[src/rtl/md_cart_bridge.sv]
// md_cart_bridge: cartridge-side slave that turns md_board cart strobes into single-word store requests.
// Optional SSF2-style bank mapper is built when CART_SSF2_MAPPER_EN is defined.
//
// state   | meaning
// IDLE    | waiting for a read or write strobe edge
// RD_WAIT | mem_rd held, waiting for mem_ready
// HOLD    | read data presented on cart_data while the read strobe stays high
// WR_WAIT | mem_wr held, waiting for mem_ready
module md_cart_bridge #(
    parameter int          MEM_AW   = 24,
    parameter logic [22:0] ROM_MASK = 23'h1FFFFF
) (
    input  logic              MCLK,
    input  logic              ext_reset,
    input  logic [22:0]       cart_address,
    input  logic              cart_cs,
    input  logic              cart_oe,
    input  logic              cart_lwr,
    input  logic              cart_uwr,
    input  logic              cart_time,
    input  logic [15:0]       cart_data_wr,
    output logic [15:0]       cart_data,
    output logic              cart_data_en,
    output logic [MEM_AW-1:0] mem_addr,
    output logic              mem_rd,
    output logic              mem_wr,
    output logic [1:0]        mem_be,
    output logic [15:0]       mem_wdata,
    input  logic [15:0]       mem_rdata,
    input  logic              mem_ready
);
    typedef enum logic [1:0] {IDLE, RD_WAIT, HOLD, WR_WAIT} state_t;
    state_t state;

    logic [22:0]       addr_q;
    logic [15:0]       wdata_q;
    logic              cs_q, oe_q, lwr_q, uwr_q;
    logic              rd_lvl_d, wr_lvl_d;
    logic              rd_lvl, wr_lvl, rd_edge, wr_edge;
    logic [MEM_AW-1:0] rd_addr;

    always_ff @(posedge MCLK) begin
        if (ext_reset) begin
            addr_q   <= '0;
            wdata_q  <= '0;
            cs_q     <= 1'b0;
            oe_q     <= 1'b0;
            lwr_q    <= 1'b0;
            uwr_q    <= 1'b0;
            rd_lvl_d <= 1'b0;
            wr_lvl_d <= 1'b0;
        end else begin
            addr_q   <= cart_address;
            wdata_q  <= cart_data_wr;
            cs_q     <= cart_cs;
            oe_q     <= cart_oe;
            lwr_q    <= cart_lwr;
            uwr_q    <= cart_uwr;
            rd_lvl_d <= rd_lvl;
            wr_lvl_d <= wr_lvl;
        end
    end

    assign rd_lvl  = cs_q & oe_q;
    assign wr_lvl  = cs_q & (lwr_q | uwr_q);
    assign rd_edge = rd_lvl & ~rd_lvl_d;
    assign wr_edge = wr_lvl & ~wr_lvl_d;

`ifdef CART_SSF2_MAPPER_EN
    // bank[0] is reset to 0 and never written, so k=0 always maps to the first 512 KiW
    logic [5:0] bank [8];
    logic       time_q, tw_lvl_d;
    logic       tw_lvl, tw_edge, bank_hit;
    logic       unused_map;

    assign tw_lvl     = time_q & lwr_q;
    assign tw_edge    = tw_lvl & ~tw_lvl_d;
    assign bank_hit   = (addr_q[6:3] == 4'hF) && (addr_q[2:0] != 3'd0);
    assign rd_addr    = MEM_AW'({bank[addr_q[21:19]], addr_q[18:0]});
    assign unused_map = addr_q[22];

    always_ff @(posedge MCLK) begin
        if (ext_reset) begin
            time_q   <= 1'b0;
            tw_lvl_d <= 1'b0;
            for (int i = 0; i < 8; i++) bank[i] <= 6'(i);
        end else begin
            time_q   <= cart_time;
            tw_lvl_d <= tw_lvl;
            if (state == IDLE && !wr_edge && tw_edge && bank_hit)
                bank[addr_q[2:0]] <= wdata_q[5:0];
        end
    end
`else
    logic unused_time;

    assign rd_addr     = MEM_AW'(addr_q & ROM_MASK);
    assign unused_time = cart_time;
`endif

    always_ff @(posedge MCLK) begin
        if (ext_reset) begin
            state        <= IDLE;
            cart_data    <= '0;
            cart_data_en <= 1'b0;
            mem_rd       <= 1'b0;
            mem_wr       <= 1'b0;
            mem_be       <= '0;
            mem_addr     <= '0;
            mem_wdata    <= '0;
        end else begin
            case (state)
                IDLE: begin
                    if (wr_edge) begin
                        mem_addr  <= MEM_AW'(addr_q);
                        mem_wdata <= wdata_q;
                        mem_be    <= {uwr_q, lwr_q};
                        mem_wr    <= 1'b1;
                        state     <= WR_WAIT;
                    end else if (rd_edge) begin
                        mem_addr <= rd_addr;
                        mem_be   <= 2'b11;
                        mem_rd   <= 1'b1;
                        state    <= RD_WAIT;
                    end
                end
                RD_WAIT: begin
                    if (mem_ready) begin
                        mem_rd    <= 1'b0;
                        cart_data <= mem_rdata;
                        state     <= rd_lvl ? HOLD : IDLE;
                    end
                end
                HOLD: begin
                    if (rd_lvl) begin
                        cart_data_en <= 1'b1;
                    end else begin
                        cart_data_en <= 1'b0;
                        state        <= IDLE;
                    end
                end
                WR_WAIT: begin
                    if (mem_ready) begin
                        mem_wr <= 1'b0;
                        state  <= IDLE;
                    end
                end
                default: state <= IDLE;
            endcase
        end
    end
endmodule

[config.mk]
export PLATFORM = sky130hd
export DESIGN_NAME = md_cart_bridge
export DESIGN_NICKNAME = d
export VERILOG_FILES = /design/src/rtl/md_cart_bridge.sv
export SDC_FILE = /design/constraint.sdc
export NUM_CORES = 1
export LEC_CHECK = 0
export ABC_CLOCK_PERIOD_IN_PS = 1500
export CORE_MARGIN = 5
export CORE_UTILIZATION = 40
export DETAILED_ROUTE_END_ITERATION = 10
export GPL_TIMING_DRIVEN = 0
export PLACE_DENSITY = 0.75
export SLEW_MARGIN = 20
export SYNTH_ARGS = -nofsm -noshare
export SYNTH_HDL_FRONTEND = slang
export SYNTH_SLANG_ARGS = --single-unit
export TNS_END_PERCENT = 5
[constraint.sdc]
create_clock -name MCLK -period 1.5 [get_ports MCLK]
set_clock_uncertainty 0.15 [all_clocks]
set_input_delay 0.3 -clock MCLK [delete_from_list [all_inputs] [get_ports MCLK]]
set_output_delay 0.3 -clock MCLK [all_outputs]
set_load 0.02 [all_outputs]
## Yosys cells after proc, flatten, opt, wreduce, memory -nomap -nowiden

Index checks and enable logic that the tools add are counted.

| word-level totals | value |
|---|---|
| logic and storage cells | 61 |
| flip-flop bits (word level) | 108 |
| output and inout bits | 61 |

| operators by class | value |
|---|---|
| bitwise gates (word level) | 7 |
| equal/unequal tests | 10 |
| muxes and demuxes | 18 |
| reduce and logical (&&, ||, !) cells | 10 |

Operators with widths:

| operator | number |
|---|---|
| 2-to-1 mux 24 bit | 2 |
| 2-to-1 mux 2 bit | 8 |
| != test 2 bit, second input constant | 6 |
| case mux 2 bit (4 select lines) | 1 |
| AND reduction 4 bit | 2 |
| AND reduction 2 bit | 3 |
| nonzero test 2 bit | 3 |
| 2-to-1 mux 1 bit | 5 |
| bitwise AND 1 bit | 4 |
| equality test 2 bit, second input constant | 2 |
| case mux 1 bit (2 select lines) | 2 |
| != test 3 bit, second input constant | 1 |
| AND reduction 3 bit | 1 |
| equality test 2 x 1 -> 1 bit, second input constant | 1 |
| zero test 2 bit | 1 |
| NOT 1 bit | 2 |
| OR 1 bit | 1 |

## Longest topological paths before layout

| depth | value |
|---|---|
| depth in word-level cells | 5 |
| depth in mapped cells | 7 |
| mapped depth without buffers | 4 |

## Worst setup path after synthesis

OpenSTA, ideal clock, no wires.

| timing | value |
|---|---|
| kind | reg-to-reg |
| start | register state[0] |
| end | register mem_addr[12] |
| arrival | 1.319 ns |
| period minus slack after synthesis | 1.601 ns |
| setup time | 0.132 ns |
| required time | 1.218 ns |
| cell stages (with the launch flop) | 7 |
| slack | -0.101 ns |
| path through | dfxtp_1 -> buf_6 -> or4_1 -> buf_2 -> buf_6 -> nand3_1 -> a21oi_1 |

| between the ends | value |
|---|---|
| longest elaborated chain between the ends | 2 |

RTL lines:

| item | RTL line | text |
|---|---|---|
| from (decl) | 33 | `state_t state;` |
| from (signal assigned) | 131 | `state <= rd_lvl ? HOLD : IDLE;` |
| zero test 2 bit | 112 | `case (state)` |
| AND reduction 2 bit (no source line) | n/a |  |
| to (signal assigned) | 115 | `mem_addr <= MEM_AW'(addr_q);` |
| to (signal assigned) | 121 | `mem_addr <= rd_addr;` |
| to (decl) | 24 | `output logic [MEM_AW-1:0] mem_addr,` |

Every way passes these cells.
A chain may end at the register's enable or synchronous reset.

## Worst setup path after layout

| timing | value |
|---|---|
| start | register state[1] |
| end | register mem_addr[12] |

The elaborated chain is that of the path after synthesis.

==> flow_summary.yaml <==
cts:
  cts_htree_levels: 3
  cts_buffer_depth: 2
  cts_tree: "yes"
  clock-root-buffer: "clkbuf_8"
  cts_inserted_buffers: 9
  clk_pin_slew_worst_paths_ns: 0.11
  holdBufCountCts: 0
  cts_sinks: 107
  clock_latency_ns: 0.36
critical_path:
  crit_family: "simple AND/OR/NAND/NOR gates"
  rr_startpoint: "state[1]$_SDFFE_PP0P_"
  crit_chain: "or4_4 > buf_8 > nand3_1 > a21oi_1"
  cp_num_buf_inv: 1
  critical_path_required_ns: 1.59
  rr_worst_depth: 4
  worst-setup-path-type: "flop to flop"
  worstSetupStartpointType: "flop"
  crit_path_end_kind: "flop"
  crit_arrival_ns: 1.68
  rrSetupSlack_ns: -0.09
  cp_slowest_cell: "or4_4"
  timing.rr.end: "mem_addr[12]$_SDFFE_PP0P_"
  path_max_fanout: 10
  cpPeakStageDelay_ns: 0.59
detailed_routing:
  routed_wirelength_mm: 9.03
  via_count: 3026
  drt_iter0_markers: 85
  wire_per_inst_um: 14.3
  drc: 0
  firstDrtPassIters: 4
  ant_nets: 0
  routed_via_density: 4.79
synth:
  ys.warnings.count: 0
  syn-num-nets: 444
  ys_seq_area_frac: 0.600
  synth_cell_types: 30
  syn_avg_cell_area_sq_um: 9.36
  ys_seq_elements: 107
  syn_area_sq_um: 3570
  syn-instance-count: 381
layout:
  design_area_sq_um: 5120
  most-common-layout-cells: "103 x dfxtp_1, 68 x nand2_1, 60 x clkdlybuf4s50_1"
  nFillCells: 809
  layout-drive-gt1-share: 0.221
  stdcell_count: 632
  nets: 582
  antennaDiodeCount: 0
  final_common_cell: "dfxtp_1"
  syn2layout_area_growth_pct: 43.4
power:
  power_mw: 5.40
  ir_worst_vdd_mv: 0.546
  p_per_area_nw_per_um2: 1050
  power.leakage_nw: 1.93
grt:
  grt-busiest-layer: "met2"
  grt_use_total: 0.164
  grt_pass1_vias: 2870
  met2_usage: 0.272
  grt_pass1_wl_mm: 14.5
  overflow: 0
  grt_max_degree: 20
  use_met3: 0.0602
  use_met1: 0.195
  antenna_found_initial: 0
die:
  dieHeight_um: 104
  start_util: 0.409
  die_area_sq_um: 10900
  rows: 34
  core-area_sq_um: 8720
  die_w_um: 104
  pin_count: 124
timing:
  max_freq_mhz: 629
  rsz0062_at_grt: "yes"
  worst_slew_pin_slew_ns: 0.520
  min_period_ns: 1.59
  relSlewSlack: 0.654
  period_share: 1.06
  finalHoldViolCount: 0
  maxSlewViolCount: 0
  layout_setup_ws_ns: -0.0898
  setup-violations-final: 33
job:
  maxCapViolCount: 0
status:
  status: "complete, but fails checks"
  violations: "negative setup slack"
min_path:
  min_to: "mem_wdata[7]$_SDFFE_PP0P_"
  hold-path-cell-count: 2
  hp-start: "wdata_q[7]$_SDFF_PP0_"
  hp-class: "flop to flop"
placement:
  dp.cells: 609
  hpwl_mm: 6.57
  dpl_worst_slack_ns: -0.552
  placed_area_sq_um: 4920
  io_buffer_count: 120
  gp_congestion: 0.713
logic make-up (layout without fill, tap and decap cells):
| logic type | count (synthesis) | count (layout) | synth area share |
|---|---|---|---|
| buffers and inverters | 31 | 174 | 0.0445 |
| AO/OA/AOI/OAI | 84 | 84 | 0.123 |
| other | 1 | 1 | 0.00105 |
| flip-flops | 107 | 107 | 0.600 |
| AND/OR/NAND/NOR | 158 | 158 | 0.231 |
what timing repair did:
action / 4_1_cts / 5_1_grt
gates resized for setup: 151 / 70
pin swaps: 0 / 6
setup buffers: 0 / 8
setup endpoints to repair: 114 / 91
area by class of cell:
class	count	area [sq um]	area share
timing repair buffer	128	1100	0.215
clock buffer	9	124	0.0242
multi-input combinational	243	1320	0.257
inverter	1	3.75	0.000734
buffer	29	205	0.0401
sequential	107	2150	0.421
clock inverter	7	81.3	0.0159
tap	108	135	0.0264
sequential cells by signal, indices dropped and copies added (netlist names):
signal,cells
addr_q,23
mem_addr,23
cart_data,16
mem_wdata,16
wdata_q,16
mem_be,2
state,2
cart_data_en,1
cs_q,1
lwr_q,1
mem_rd,1
mem_wr,1
oe_q,1
rd_lvl_d,1
uwr_q,1
wr_lvl_d,1
through the flow:
| stage | hold WS [ns] | TNS (ns) | util |
|---|---|---|---|
| after detailed placement | 0.278 | -17.30 | 0.564 |
| after global routing | 0.302 | -4.39 | 0.587 |
| final | 0.290 | -1.57 | 0.587 |
| after CTS | 0.293 | -3.47 | 0.594 |
| after floorplan | 0.267 | -1.60 | - |
| after global placement | 0.269 | -16.35 | 0.564 |
how the worst max path moves through the flow:
stage / to / depth (start not counted) / slack (ns) / startpoint
floorplan: mem_addr[12]$_SDFFE_PP0P_ / 6 / -0.09 / state[0]$_SDFFE_PP0P_
global placement: cart_data[8]$_SDFFE_PP0P_ / 6 / -0.49 / mem_ready
detailed placement: cart_data[15]$_SDFFE_PP0P_ / 6 / -0.55 / mem_ready
CTS: mem_addr[12]$_SDFFE_PP0P_ / 6 / -0.19 / state[0]$_SDFFE_PP0P_
global route: mem_addr[4]$_SDFFE_PP0P_ / 5 / -0.14 / state[0]$_SDFFE_PP0P_
finish: mem_addr[12]$_SDFFE_PP0P_ / 4 / -0.09 / state[1]$_SDFFE_PP0P_
per-layer routing:
| layer | share of wire | up-vias |
|---|---|---|
| li1 | - | 1527 |
| met1 | 0.42 | 1407 |
| met2 | 0.49 | 85 |
| met3 | 0.074 | 7 |
| met4 | 0.010 | 0 |
| met5 | 0 | - |
worst register-to-register path: stages (launching register included):
cell     delay, ns
dfxtp_4       0.40
or4_4         0.59
buf_8         0.18
nand3_1       0.08
a21oi_1       0.07
synthesized netlist by cell type:
cell	instances	share of area
or3_1	1	0.0018
o21ai_0	23	0.032
buf_4	1	0.0021
nand2b_1	1	0.0018
nand3_2	5	0.014
a31oi_4	1	0.0060
or3b_2	1	0.0025
nor3b_1	1	0.0021
or4_1	1	0.0021
nor2_1	8	0.0084
nor4_4	1	0.0060
nor3_1	5	0.0070
inv_1	1	0.0011
buf_2	12	0.017
dfxtp_1	107	0.60
a21oi_1	58	0.081
nor2b_1	43	0.075
nand3_1	18	0.025
a211oi_1	1	0.0021
and4bb_2	1	0.0035
o21ai_1	1	0.0014
buf_6	3	0.0095
nand4bb_1	1	0.0032
clkbuf_2	1	0.0014
nand2_1	68	0.072
nand3b_1	1	0.0021
clkbuf_1	13	0.014
nor4b_1	1	0.0025
nand2_2	1	0.0018
conb_1	1	0.0011
power breakdown:
| group | leakage [nW] | switching (mW) | internal, mW | total [mW] |
|---|---|---|---|---|
| sequential | 0.879 | 0.0477 | 2.95 | 2.99 |
| clock | 0.107 | 1.03 | 0.803 | 1.83 |
| combinational | 0.949 | 0.267 | 0.299 | 0.566 |
No activity file was read; power rests on OpenSTA's default activity.
